## src/rtl/axi_lite_slave_regs.sv

```systemverilog
// AXI4-Lite slave with CTRL/ADDR_LO/ADDR_HI registers and a read-only STATUS word. Byte-lane masking is enabled by AXI_REGS_WSTRB_EN.
// Latency: readies pulse one cycle after the request is seen; BVALID/RVALID follow the handshake by one cycle.
// Backpressure: a single write and a single read may be outstanding; new requests wait until BREADY/RREADY retire the response.
module axi_lite_slave_regs #(
    parameter int C_S_AXI_DATA_WIDTH = 32,
    parameter int C_S_AXI_ADDR_WIDTH = 4
) (
    input  logic                            s_axi_aclk,
    input  logic                            s_axi_aresetn,
    input  logic [C_S_AXI_ADDR_WIDTH-1:0]   s_axi_awaddr,
    input  logic [2:0]                      s_axi_awprot,
    input  logic                            s_axi_awvalid,
    output logic                            s_axi_awready,
    input  logic [C_S_AXI_DATA_WIDTH-1:0]   s_axi_wdata,
    input  logic [C_S_AXI_DATA_WIDTH/8-1:0] s_axi_wstrb,
    input  logic                            s_axi_wvalid,
    output logic                            s_axi_wready,
    output logic [1:0]                      s_axi_bresp,
    output logic                            s_axi_bvalid,
    input  logic                            s_axi_bready,
    input  logic [C_S_AXI_ADDR_WIDTH-1:0]   s_axi_araddr,
    input  logic [2:0]                      s_axi_arprot,
    input  logic                            s_axi_arvalid,
    output logic                            s_axi_arready,
    output logic [C_S_AXI_DATA_WIDTH-1:0]   s_axi_rdata,
    output logic [1:0]                      s_axi_rresp,
    output logic                            s_axi_rvalid,
    input  logic                            s_axi_rready,
    output logic [C_S_AXI_DATA_WIDTH-1:0]   ctrl_out,
    output logic [C_S_AXI_DATA_WIDTH-1:0]   addr_lo_out,
    output logic [C_S_AXI_DATA_WIDTH-1:0]   addr_hi_out,
    input  logic [C_S_AXI_DATA_WIDTH-1:0]   status_in
);

    localparam int NB = C_S_AXI_DATA_WIDTH / 8;
    localparam logic [1:0] RESP_OKAY   = 2'b00;
    localparam logic [1:0] RESP_SLVERR = 2'b10;
    localparam logic [1:0] IDX_STATUS  = 2'd3;

    typedef enum logic [1:0] {
        W_IDLE,
        W_ACK,
        W_RESP
    } wr_state_t;

    typedef enum logic [1:0] {
        R_IDLE,
        R_ACK,
        R_DATA
    } rd_state_t;

    wr_state_t wr_state_q, wr_state_d;
    rd_state_t rd_state_q, rd_state_d;

    logic [C_S_AXI_DATA_WIDTH-1:0] ctrl_q, ctrl_d;
    logic [C_S_AXI_DATA_WIDTH-1:0] addr_lo_q, addr_lo_d;
    logic [C_S_AXI_DATA_WIDTH-1:0] addr_hi_q, addr_hi_d;
    logic [C_S_AXI_DATA_WIDTH-1:0] rdata_q, rdata_d;
    logic [1:0]                    bresp_q, bresp_d;

    logic                          wr_hs;
    logic                          rd_hs;
    logic [1:0]                    wr_idx;
    logic [1:0]                    rd_idx;
    logic [C_S_AXI_DATA_WIDTH-1:0] wr_mask;
    logic [C_S_AXI_DATA_WIDTH-1:0] rd_word;
    logic                          unused_ok;

    assign wr_idx = s_axi_awaddr[3:2];
    assign rd_idx = s_axi_araddr[3:2];

    // Protection bits and sub-word address bits carry no meaning for this block.
    assign unused_ok = ^{s_axi_awprot, s_axi_arprot, s_axi_awaddr, s_axi_araddr, s_axi_wstrb};

    // Write channel: address and data are only taken together, one write in flight.
    always_comb begin
        wr_state_d = wr_state_q;
        wr_hs      = 1'b0;
        case (wr_state_q)
            W_IDLE: begin
                if (s_axi_awvalid && s_axi_wvalid) begin
                    wr_state_d = W_ACK;
                end
            end
            W_ACK: begin
                if (s_axi_awvalid && s_axi_wvalid) begin
                    wr_hs      = 1'b1;
                    wr_state_d = W_RESP;
                end else begin
                    wr_state_d = W_IDLE;
                end
            end
            W_RESP: begin
                if (s_axi_bready) begin
                    wr_state_d = W_IDLE;
                end
            end
            default: wr_state_d = W_IDLE;
        endcase
    end

    always_comb begin
        rd_state_d = rd_state_q;
        rd_hs      = 1'b0;
        case (rd_state_q)
            R_IDLE: begin
                if (s_axi_arvalid) begin
                    rd_state_d = R_ACK;
                end
            end
            R_ACK: begin
                if (s_axi_arvalid) begin
                    rd_hs      = 1'b1;
                    rd_state_d = R_DATA;
                end else begin
                    rd_state_d = R_IDLE;
                end
            end
            R_DATA: begin
                if (s_axi_rready) begin
                    rd_state_d = R_IDLE;
                end
            end
            default: rd_state_d = R_IDLE;
        endcase
    end

`ifdef AXI_REGS_WSTRB_EN
    always_comb begin
        wr_mask = '0;
        for (int i = 0; i < NB; i++) begin
            wr_mask[i*8 +: 8] = {8{s_axi_wstrb[i]}};
        end
    end
`else
    assign wr_mask = '1;
`endif

    always_comb begin
        ctrl_d    = ctrl_q;
        addr_lo_d = addr_lo_q;
        addr_hi_d = addr_hi_q;
        bresp_d   = bresp_q;
        if (wr_hs) begin
            bresp_d = (wr_idx == IDX_STATUS) ? RESP_SLVERR : RESP_OKAY;
            case (wr_idx)
                2'd0:    ctrl_d    = (ctrl_q    & ~wr_mask) | (s_axi_wdata & wr_mask);
                2'd1:    addr_lo_d = (addr_lo_q & ~wr_mask) | (s_axi_wdata & wr_mask);
                2'd2:    addr_hi_d = (addr_hi_q & ~wr_mask) | (s_axi_wdata & wr_mask);
                default: ;
            endcase
        end
    end

    // Sampled from the pre-write register values, so a same-edge write is not visible.
    always_comb begin
        rd_word = '0;
        case (rd_idx)
            2'd0:    rd_word = ctrl_q;
            2'd1:    rd_word = addr_lo_q;
            2'd2:    rd_word = addr_hi_q;
            default: rd_word = status_in;
        endcase
    end

    always_comb begin
        rdata_d = rdata_q;
        if (rd_hs) begin
            rdata_d = rd_word;
        end
    end

    always_ff @(posedge s_axi_aclk or negedge s_axi_aresetn) begin
        if (!s_axi_aresetn) begin
            wr_state_q <= W_IDLE;
            rd_state_q <= R_IDLE;
            ctrl_q     <= '0;
            addr_lo_q  <= '0;
            addr_hi_q  <= '0;
            rdata_q    <= '0;
            bresp_q    <= RESP_OKAY;
        end else begin
            wr_state_q <= wr_state_d;
            rd_state_q <= rd_state_d;
            ctrl_q     <= ctrl_d;
            addr_lo_q  <= addr_lo_d;
            addr_hi_q  <= addr_hi_d;
            rdata_q    <= rdata_d;
            bresp_q    <= bresp_d;
        end
    end

    assign s_axi_awready = (wr_state_q == W_ACK);
    assign s_axi_wready  = (wr_state_q == W_ACK);
    assign s_axi_bvalid  = (wr_state_q == W_RESP);
    assign s_axi_bresp   = bresp_q;
    assign s_axi_arready = (rd_state_q == R_ACK);
    assign s_axi_rvalid  = (rd_state_q == R_DATA);
    assign s_axi_rdata   = rdata_q;
    assign s_axi_rresp   = RESP_OKAY;

    assign ctrl_out    = ctrl_q;
    assign addr_lo_out = addr_lo_q;
    assign addr_hi_out = addr_hi_q;

endmodule

```

## config.mk

```make
export PLATFORM = sky130hd
export DESIGN_NAME = axi_lite_slave_regs
export DESIGN_NICKNAME = d
export VERILOG_FILES = /design/src/rtl/axi_lite_slave_regs.sv
export SDC_FILE = /design/constraint.sdc
export NUM_CORES = 1
export LEC_CHECK = 0
export ABC_CLOCK_PERIOD_IN_PS = 1600
export CORE_ASPECT_RATIO = 1.5
export CORE_MARGIN = 2
export CORE_UTILIZATION = 40
export CTS_CLUSTER_SIZE = 25
export DETAILED_ROUTE_END_ITERATION = 8
export PLACE_DENSITY = 0.82
export SLEW_MARGIN = 15
export SYNTH_ARGS = -nofsm -noshare
export SYNTH_HDL_FRONTEND = slang
export SYNTH_SLANG_ARGS = --single-unit
export TNS_END_PERCENT = 10
```

## constraint.sdc

```tcl
create_clock -name s_axi_aclk -period 1.6 [get_ports s_axi_aclk]
set_input_delay 0.16 -clock s_axi_aclk [delete_from_list [all_inputs] [get_ports s_axi_aclk]]
set_output_delay 0.16 -clock s_axi_aclk [all_outputs]
set_load 0.02 [all_outputs]
```

Word level (Yosys, flattened, before mapping):

Index checks and enable logic that the tools add are counted.

* flip-flop bits (word level): 134
* logic and storage cells: 44

* eq/ne operators: 13
* muxes and demuxes: 14
* reduce and logical (&&, ||, !) cells: 10

Operator list (count)
* 32-bit one-hot mux with 3 select lines: 1
* 2-bit two-way mux: 7
* 2-bit one-hot mux with 3 select lines: 2
* 2-bit equality test (second input constant): 5
* 2-bit AND reduction: 5
* 2-bit by 1-bit equality test with 1-bit output (second input constant): 4
* 2-bit logical NOT: 4
* 1-bit two-way mux: 4
* 2-bit by 1-bit inequality test with 1-bit output (second input constant): 2
* 2-bit inequality test (second input constant): 2
* 1-bit logical AND: 1

Depth between registers and ports, before layout:

Gate-level depths: netlist (run 1).

* word-level depth: 4
* gate-level depth with buffers: 5

Least setup slack after synthesis (run 1):

OpenSTA, ideal clock, no wires.

* path type: reg-to-reg
* start point: register wr_state_q[1]
* end point: register ctrl_q[0] (netlist: ctrl_out[0])
* library setup time: 0.125 ns
* data arrival time: 1.486 ns
* setup slack: -0.011 ns
* cell stages (with the launch flop): 6
* period minus slack after synthesis: 1.611 ns
* path through: dfrtp_1 -> nand4b_4 -> or3_1 -> buf_6 -> buf_12 -> mux2_4

* cells in the longest elaborated chain, start to end: 3

Ends and longest elaborated chain
* from (decl): RTL line 52 `wr_state_t wr_state_q, wr_state_d;`
* from (signal assigned): RTL line 183 `wr_state_q <= wr_state_d;`
* 2-bit by 1-bit equality test with 1-bit output: RTL line 79 `case (wr_state_q)`
* 1-bit two-way mux: RTL line 79
* 2-bit AND reduction (no source line)
* to (signal assigned): RTL line 185 `ctrl_q <= ctrl_d;`
* to (decl): RTL line 55 `logic [C_S_AXI_DATA_WIDTH-1:0] ctrl_q, ctrl_d;`

No other way between the ends.
A chain may end at the register's enable or synchronous reset.

Worst setup path after layout (run 1):

* start point: register wr_state_q[1]
* end point: register ctrl_q[16] (netlist: ctrl_out[16])

The elaborated chain is that of the path after synthesis.

==> results of run 1 <==
## through the flow
| stage | setup WS [ns] | setup TNS [ns] | instances | instance area, sq um | total power [mW] |
|---|---|---|---|---|---|
| 2_1_floorplan | -0.0113 | -0.338 | 412 | 5930 | 6.55 |
| 3_3_place_gp | -0.351 | -32.85 | 810 | 8350 | 8.61 |
| 3_5_place_dp | -0.414 | -37.61 | 810 | 8350 | 8.76 |
| 4_1_cts | -0.132 | -10.69 | 843 | 8960 | 12.8 |
| 5_1_grt | -0.182 | -14.22 | 851 | 9300 | 13.2 |
| 6_report | -0.140 | -9.56 | 851 | 9300 | 12.7 |
## final cells by class
cell class / instances / area, sq um
clock buffer: 19 / 453
clock inverter: 13 / 170
fill: 1085 / 5220
inverter: 2 / 7.51
multi-input combinational: 247 / 2500
sequential: 133 / 3330
tap: 196 / 245
timing repair buffer: 241 / 2600
## layout by cell type (no fill, tap or decap), types with 2 or more instances in the layout
cell / synthesis / layout
clkbuf_8: 0 / 2
dlygate4sd2_1: 0 / 28
inv_6: 0 / 3
mux2_2: 66 / 41
clkbuf_2: 0 / 2
mux2_4: 30 / 55
o21ai_0: 3 / 3
nor3b_4: 0 / 2
nand2b_1: 2 / 2
o221ai_1: 32 / 32
mux2i_1: 64 / 64
buf_4: 7 / 18
buf_2: 10 / 2
clkinvlp_4: 0 / 6
clkbuf_16: 0 / 20
bufinv_16: 0 / 3
nand2_1: 35 / 35
inv_1: 2 / 2
nand3b_1: 2 / 2
nor2b_1: 4 / 4
buf_12: 3 / 10
dfrtp_1: 133 / 133
dlymetal6s2s_1: 0 / 56
conb_1: 1 / 3
buf_6: 1 / 3
clkdlybuf4s50_1: 0 / 118
## how the worst min path moves through the flow
stage                     slack [ns]              to          start  cells past startpoint
after global routing            0.12   wr_state_q[1]  s_axi_aresetn                      2
after floorplan                -0.14  addr_hi_out[0]  s_axi_aresetn                      0
after global placement         -0.01   wr_state_q[0]  s_axi_aresetn                      1
after detailed placement      -0.009   wr_state_q[1]  s_axi_aresetn                      1
after CTS                       0.10   wr_state_q[1]  s_axi_aresetn                      2
final                           0.12   wr_state_q[1]  s_axi_aresetn                      2
## power breakdown
| part | switching (mW) | total (mW) | internal [mW] |
|---|---|---|---|
| clock | 1.49 | 4.04 | 2.55 |
| sequential | 0.602 | 4.71 | 4.10 |
| combinational | 1.88 | 3.93 | 2.04 |
## worst register-to-register path: stages (launching register included)
cell	delay [ns]
dfrtp_1	0.38
nand4b_4	0.19
or3_2	0.52
buf_12	0.21
mux2_4	0.33
## state kept, by name, summed over array words and instances, names as in the netlist
name	cells
addr_hi_out	32
addr_lo_out	32
ctrl_out	32
s_axi_rdata	32
rd_state_q	2
wr_state_q	2
s_axi_bresp	1
## per-layer routing
layer	up-vias	global-route usage, %	wire [microns]
li1	1957	-	-
met4	0	7.77	436
met5	-	0	0
met2	188	39.4	9980
met1	2318	24.7	6410
met3	33	4.30	943
## kinds of logic (layout without fill, tap and decap cells)
kind of cell,after synthesis,count (layout)
multiplexers,160,160
flip-flops,133,133
AND/OR/NAND/NOR,49,49
AO/OA/AOI/OAI,35,35
buffers and inverters,32,275
other,1,3
## repair_timing
item,CTS,global route
hold endpoints to repair,133,0
setup buffers,0,4
hold buffers,1,0
pin swaps,0,2
setup endpoints to repair,126,155
cloned,0,4
resized for setup,39,86
==> results_dict.tcl, run 1 <==
set metrics [dict create \
    cts_tree "yes" \
    synth-seq-cells 133 \
    critical_path.cell_chain "nand4b_4 > or3_2 > buf_12 > mux2_4" \
    async_flop_share_pct 100 \
    ys_top_cells_by_area "dfrtp_1, mux2_2, mux2i_1" \
    holdWs_ns 0.123 \
    numCtsBuffers 17 \
    grt_pass1_wl_microns 26500 \
    post-synth-top-count-cell "dfrtp_1" \
    worstSetupPathType "flip-flop to flip-flop" \
    clock_sinks 133 \
    dp_hpwl_microns 11900 \
    overflow 0 \
    ant_nets 0 \
    fmax_ghz 0.575 \
    synth-simple-area-share_pct 4.20 \
    reg2reg_depth 4 \
    drv_slew 0 \
    reg2reg_to "ctrl_out[16]" \
    cap_violations 0 \
    first_iter_violations 148 \
    core_region_area_sq_um 14500 \
    hold_path_class "input pin to async pin" \
    clkTransAtPathRegs_ns 0.06 \
    worst_ep_arrival_time_ns 2.02 \
    crit_family "simple AND/OR/NAND/NOR gates" \
    slowest_stage "or3_2" \
    setup_viol 96 \
    skew_ns 0.00684 \
    r2r_slack_ns -0.14 \
    yosysSeqAreaShare_pct 56.2 \
    insertion_delay_ns 0.40 \
    cts.root.buffer_cell "clkbuf_16" \
    synthXorXnorAreaFrac_pct 0 \
    grt_max_degree 65 \
    syn_to_final_growth_pct 57.0 \
    firstDrtPassIters 7 \
    setup_slack_ns -0.140 \
    synth_area_sq_um 5930 \
    start_util_pct 40.8 \
    crit_end "ctrl_out[16]" \
    ys_dominant_reg_cell "dfrtp_1" \
    htree_levels 4 \
    antenna_found_initial 0 \
    status "finished with violations" \
    avgSynthCellArea_sq_um 14.5 \
    io_buffers 208 \
    rsz0062_at_grt "yes" \
    grt_pass1_vias 4848 \
    die_height_microns 153 \
    powerDensity_nw_per_um2 1360 \
    drc_errors 0 \
    yosys.area_share.adder_pct 0 \
    p_leak_nw 5.16 \
    layout-drive-gt1-share_pct 26.0 \
    path_depth 4 \
    synth_top_family_by_area "multiplexers" \
    postSynthCellCount 410 \
    violations "setup timing" \
    cp_data_required_time_ns 1.88 \
    final_nets 731 \
    setup.worst_path.start "wr_state_q[1]" \
    rows 54 \
    synth_cell_types 22 \
    vdd_drop_max_v 0.000662 \
    vias 4496 \
    ys_top_cells_by_count "dfrtp_1, mux2_2, mux2i_1" \
    min_period_ns 1.74 \
    synth_compound_area_share_pct 4.98 \
    cp_num_buf_inv 1 \
    place_congestion 0.815 \
    slowest_delay_ns 0.52 \
    hold_viol 0 \
    worstReg2RegStart "wr_state_q[1]" \
    max-clock-path-buffers 2 \
    avgViaCountPerCell 5.28 \
    synth_edf_count 0 \
    wl_microns 17800 \
    cp-start-kind "flip-flop" \
    dieArea_sq_um 15800 \
    period_share_pct 109 \
    routedWlPerCell_microns 20.9 \
    crit_fanout 17 \
    io_pins 226 \
    synthMuxAreaShare_pct 31.0 \
    synth_top_area_cell "dfrtp_1" \
    yosys_warnings 0 \
    cp-end-kind "flip-flop" \
    diodes 0 \
    track_usage_pct 21.8 \
    post-route-util_pct 64.0 \
    die_x_microns 103 \
    synth_top_area_share_pct 56.2 \
]
No activity file was read; power rests on OpenSTA's default activity.
==> run 2: changes to the inputs <==
--- a/config.mk
+++ b/config.mk
@@ -6,6 +6,7 @@
 export NUM_CORES = 1
 export LEC_CHECK = 0
 export ABC_CLOCK_PERIOD_IN_PS = 1600
+export CAP_MARGIN = 10
 export CORE_ASPECT_RATIO = 1.5
 export CORE_MARGIN = 2
 export CORE_UTILIZATION = 40
==> results of run 2 <==
Same layout as run 1: the final DEF is identical, and so are final timing and power.
==> run 3: changes to the inputs <==
--- a/config.mk
+++ b/config.mk
@@ -13,7 +13,7 @@
 export CTS_CLUSTER_SIZE = 25
 export DETAILED_ROUTE_END_ITERATION = 8
 export PLACE_DENSITY = 0.82
-export SLEW_MARGIN = 15
+export SLEW_MARGIN = 20
 export SYNTH_ARGS = -nofsm -noshare
 export SYNTH_HDL_FRONTEND = slang
 export SYNTH_SLANG_ARGS = --single-unit
==> results of run 3 <==
Same layout as run 1: the final DEF is identical, and so are final timing and power.
